`src/rtl/mc_ctrl_fsm.sv`:
```
// Multicycle MIPS main control unit.
// A Moore machine sequenced by the instruction opcode. It drives the datapath
// mux selects, the write enables for PC/IR/register file/memory, and ALUOp.
module mc_ctrl_fsm #(
    parameter logic [5:0] OP_RTYPE = 6'b000000,
    parameter logic [5:0] OP_LW    = 6'b100011,
    parameter logic [5:0] OP_SW    = 6'b101011,
    parameter logic [5:0] OP_BEQ   = 6'b000100,
    parameter logic [5:0] OP_BNE   = 6'b000101,
    parameter logic [5:0] OP_ADDI  = 6'b001000,
    parameter logic [5:0] OP_J     = 6'b000010
) (
    input  logic       clk,
    input  logic       rst_n,
    input  logic [5:0] op,
    input  logic       zero,
    output logic       iord,
    output logic       alusrca,
    output logic [1:0] alusrcb,
    output logic [1:0] pcsrc,
    output logic       regdst,
    output logic       memtoreg,
    output logic       irwrite,
    output logic       memwrite,
    output logic       regwrite,
    output logic       pcen,
    output logic [1:0] aluop,
    output logic [3:0] state
);

    typedef enum logic [3:0] {
        FETCH  = 4'd0,
        DECODE = 4'd1,
        MEMADR = 4'd2,
        MEMRD  = 4'd3,
        MEMWB  = 4'd4,
        MEMWR  = 4'd5,
        RTEX   = 4'd6,
        RTWB   = 4'd7,
        BEQEX  = 4'd8,
        ADDIEX = 4'd9,
        ADDIWB = 4'd10,
        JEX    = 4'd11,
        BNEEX  = 4'd12
    } state_t;

    state_t cur_state;
    state_t nxt_state;

    assign state = cur_state;

    // State register; reset returns to FETCH immediately, without a clock edge,
    // so any pending register/memory write enable drops at once.
    always_ff @(posedge clk or negedge rst_n) begin
        if (!rst_n) begin
            cur_state <= FETCH;
        end else begin
            cur_state <= nxt_state;
        end
    end

    // Next-state selection and Moore output decode; zero only reaches pcen.
    always_comb begin
        nxt_state = FETCH;
        iord      = 1'b0;
        alusrca   = 1'b0;
        alusrcb   = 2'd0;
        pcsrc     = 2'd0;
        regdst    = 1'b0;
        memtoreg  = 1'b0;
        irwrite   = 1'b0;
        memwrite  = 1'b0;
        regwrite  = 1'b0;
        pcen      = 1'b0;
        aluop     = 2'd0;
        case (cur_state)
            FETCH: begin
                alusrcb   = 2'd1;
                irwrite   = 1'b1;
                pcen      = 1'b1;
                nxt_state = DECODE;
            end
            DECODE: begin
                // Branch target (PC+4 + imm<<2) is precomputed into ALUOut here.
                alusrcb = 2'd3;
                if (op == OP_LW || op == OP_SW) nxt_state = MEMADR;
                else if (op == OP_RTYPE)        nxt_state = RTEX;
                else if (op == OP_BEQ)          nxt_state = BEQEX;
                else if (op == OP_BNE)          nxt_state = BNEEX;
                else if (op == OP_ADDI)         nxt_state = ADDIEX;
                else if (op == OP_J)            nxt_state = JEX;
                else                            nxt_state = FETCH;
            end
            MEMADR: begin
                alusrca = 1'b1;
                alusrcb = 2'd2;
                // IR is stable, so op can be looked at again to split load/store.
                if (op == OP_LW)      nxt_state = MEMRD;
                else if (op == OP_SW) nxt_state = MEMWR;
                else                  nxt_state = FETCH;
            end
            MEMRD: begin
                iord      = 1'b1;
                nxt_state = MEMWB;
            end
            MEMWB: begin
                memtoreg = 1'b1;
                regwrite = 1'b1;
            end
            MEMWR: begin
                iord     = 1'b1;
                memwrite = 1'b1;
            end
            RTEX: begin
                alusrca   = 1'b1;
                aluop     = 2'd2;
                nxt_state = RTWB;
            end
            RTWB: begin
                regdst   = 1'b1;
                regwrite = 1'b1;
            end
            BEQEX: begin
                alusrca = 1'b1;
                aluop   = 2'd1;
                pcsrc   = 2'd1;
                pcen    = zero;
            end
            BNEEX: begin
                alusrca = 1'b1;
                aluop   = 2'd1;
                pcsrc   = 2'd1;
                pcen    = ~zero;
            end
            ADDIEX: begin
                alusrca   = 1'b1;
                alusrcb   = 2'd2;
                nxt_state = ADDIWB;
            end
            ADDIWB: begin
                regwrite = 1'b1;
            end
            JEX: begin
                pcsrc = 2'd2;
                pcen  = 1'b1;
            end
            default: begin
                nxt_state = FETCH;
            end
        endcase
    end

endmodule
```
`config.mk`:
```
export PLATFORM = sky130hd
export DESIGN_NAME = mc_ctrl_fsm
export DESIGN_NICKNAME = d
export VERILOG_FILES = /design/src/rtl/mc_ctrl_fsm.sv
export SDC_FILE = /design/constraint.sdc
export NUM_CORES = 1
export LEC_CHECK = 0
export ABC_AREA = 0
export BUFFER_PORTS_ARGS = -buffer_cell sky130_fd_sc_hd__buf_4
export CORE_AREA = 8 8 45 47
export CTS_CLUSTER_DIAMETER = 100
export DETAILED_ROUTE_END_ITERATION = 12
export DIE_AREA = 0 0 53 55
export PLACE_DENSITY = 0.78
export SLEW_MARGIN = 15
export SYNTH_ARGS = -nofsm -noshare
export SYNTH_HDL_FRONTEND = slang
export SYNTH_SLANG_ARGS = --single-unit
```
`constraint.sdc`:
```
create_clock -name clk -period 0.9 [get_ports clk]
set_input_delay 0 -clock clk [delete_from_list [all_inputs] [get_ports clk]]
set_output_delay 0 -clock clk [all_outputs]
set_load 0.01 [all_outputs]
```
==> impl_metrics.toml <==
[sta]
max_slew_margin = 0.820
period_minus_slack_ns = 1.44
finalCritPeriodShare = 1.60
max_freq_ghz = 0.696
rsz0062_at_grt = "true"
finalMaxSlewViolations = 0
finalSetupViolCount = 22
setup_tns_ns = -7.75
hold_viol_final = 0
worst_slew_pin_slew_ns = 0.268
hold_slack_ns = 0.0777
setup_slack_ns = -0.537
fin_skew_ns = 0.00286

[logic_synthesis]
synth_mux_area_frac = 0
avgSynthCellArea_um2 = 6.73
synthesis.nets = 75
syn_area_um2 = 444
syn_inst = 66
synth_commonest_cells = "nor2_1 (10), nor3_1 (8), nand2b_1 (7)"
synth_edf_count = 0
ys_ff_latch = 4
synth_top_family_by_area = "simple AND/OR/NAND/NOR gates"
synth_flop_cell = "dfrtp_1"
synth_xor_area_frac = 0.0592
yosysMostFrequentCell = "nor2_1"
synth.top_cell.area_share = 0.225
synth_compound_area_frac = 0.206
ys_warn_count = 0
synthDistinctLibCells = 23
synth.area.top_cells = "dfrtp_1 (23%), nand2b_1 (9.9%), nor3_1 (9.0%)"
synth_async_sr_flop_share = 1.00
seq_area_frac_synth = 0.225
synth_area_leader_cell = "dfrtp_1"
synthSimpleGateAreaFrac = 0.448
synthAdderAreaFrac = 0

[worst_setup_path]
endpoint = "pcen"
cp_num_cells = 6
regToRegEndpoint = "state[1]"
path_max_fanout = 5
crit_chain = "buf_6 -> nand2_1 -> nor2_2 -> a21oi_2 -> o22ai_2 -> buf_4"
cpLargestDelayFamily = "flip-flops"
critPathSlowestCell = "dfrtp_2"
crit_buf_inv = 2
startpoint = "state[1]"
cp-end-kind = "primary output"
crit_arrival_ns = 1.44
critPathLaunchType = "flip-flop"
r2r_start = "state[0]"
r2r_setup_slack_ns = -0.46
required_ns = 0.90
crit_type = "flip-flop to primary output"
r2r_cells = 6
slowest_delay_ns = 0.38

[floorplanning]
die-area_um2 = 2920
rows = 14
core_um2 = 1380
io_pins = 27
die_h_um = 55
initial_utilization = 0.321
fp.dieW_um = 53

[layout]
largest_register_ff_count = 4
area_growth_pct = 176
design_area_um2 = 1220
drive_gt1_frac = 0.763
nFillCells = 66
fin_nets = 141
antenna_cells = 0
fin_util = 0.885
finalNonFillerCells = 147

[clocking]
clock_latency_ns = 0.25
htreeDepth = 1
path_clk_slew_ns = 0.04
cts_buffer_depth = 2
cts_buffers = 3
cts_tree = "yes"
clockRootBuffer = "clkbuf_4"
clock_sinks = 4

[place]
place_worst_setup_slack_ns = -0.234
dp.cells = 124
place_area_um2 = 871
gp_congestion = 0.847
io_buffers = 26
dp_hpwl_mm = 1.40

[power_and_ir_drop]
power.switching_mw = 1.09
switching_share = 0.427
vdd_drop_max_mv = 1.74
clkPwrFrac = 0.105
power.density_nw_per_um2 = 2080
combPwrFrac = 0.769
p_total_mw = 2.55
leakage_nw = 0.552
pwr-share-seq = 0.126
cell_internal_pwr_mw = 1.46

[global_route]
grtUsageTotal = 0.188
grt_max_degree = 7
grt-ovfl-total = 0
grt_pass1_vias = 850
grt_antenna_before_repair = 0
grt_pass1_wl_mm = 4.01

[run_status]
violations = "negative setup slack"
status = "complete, but fails checks"

[detailed_routing]
drc = 0
antenna_left = 0
vias_per_cell = 5.82
wl_mm = 2.81
drtIter0Drc = 28
num_vias = 855
firstDrtPassIters = 4
routedWlPerCell_um = 19.1

[hold_path]
min_path_type = "input pin to flip-flop"

[run]
drv_cap = 0
-- power groups by stage --
| stage | registers, mW | logic [mW] | clock network, mW |
|---|---|---|---|
| after detailed placement | 0.333 | 1.29 | 0 |
| after global placement | 0.328 | 1.26 | 0 |
| after CTS | 0.293 | 1.72 | 0.256 |
| after global routing | 0.325 | 2.05 | 0.286 |
| after floorplan | 0.319 | 0.725 | 0 |
| final | 0.321 | 1.96 | 0.268 |
-- worst min-delay path by stage --
| stage | from | endpoint | slack [ns] | cells after the start |
|---|---|---|---|---|
| floorplan | rst_n | state[0] | -0.30 | 0 |
| global placement | rst_n | state[3] | -0.20 | 1 |
| detailed placement | rst_n | state[3] | -0.20 | 1 |
| CTS | rst_n | state[1] | 0.08 | 2 |
| global route | rst_n | state[0] | 0.11 | 2 |
| finish | op[2] | state[3] | 0.08 | 3 |
-- timing repair --
item	CTS	global route
resized for setup	25	20
setup buffers	15	3
gates cloned	0	0
endpoints found under the hold margin	4	0
endpoints found under the setup margin	22	22
pin swaps	8	4
hold buffers	1	0
-- area by class of cell --
| class | count | area [um^2] | share of cell area |
|---|---|---|---|
| timing repair buffer | 65 | 569 | 0.465 |
| multi-input combinational | 56 | 497 | 0.406 |
| sequential | 4 | 105 | 0.0858 |
| clock buffer | 4 | 26.3 | 0.0215 |
| tap | 16 | 20.0 | 0.0163 |
| inverter | 2 | 7.51 | 0.00613 |
-- per-layer routing --
layer | GRT usage | up-vias | routed length (um)
met1 | 0.198 | 416 | 1150
met2 | 0.338 | 51 | 1360
met4 | 0.112 | 0 | 136
met3 | 0.0374 | 20 | 169
li1 | - | 368 | -
met5 | 0 | - | 0
-- cells by family (layout without fill, tap and decap cells) --
logic type,count (synthesis),after routing
simple gates,39,39
flops,4,4
xor+xnor,3,3
buf+inv,6,71
compound gates,14,14
-- cell usage in the layout (no fill, tap or decap), types with 2 or more instances in the layout --
cell and instances:
buf_4 43, nand2_1 3, nand2b_4 7, nand3_2 2
o31ai_1 2, nor2_2 2, nor3_2 3, nand3b_1 3
o22ai_2 2, dfrtp_2 4, o21ai_1 2, nor3_4 4
xnor2_1 2, a21oi_2 3, clkbuf_4 3, buf_6 21
nor2_1 7
-- worst register-to-register path: stages (launching register included) --
cell and delay, ns:
dfrtp_2 0.47, nand2b_4 0.19, buf_4 0.14, buf_6 0.11, nor3_4 0.15, a31oi_1 0.13
o31ai_1 0.08
Power figures use the tool's default switching activity.
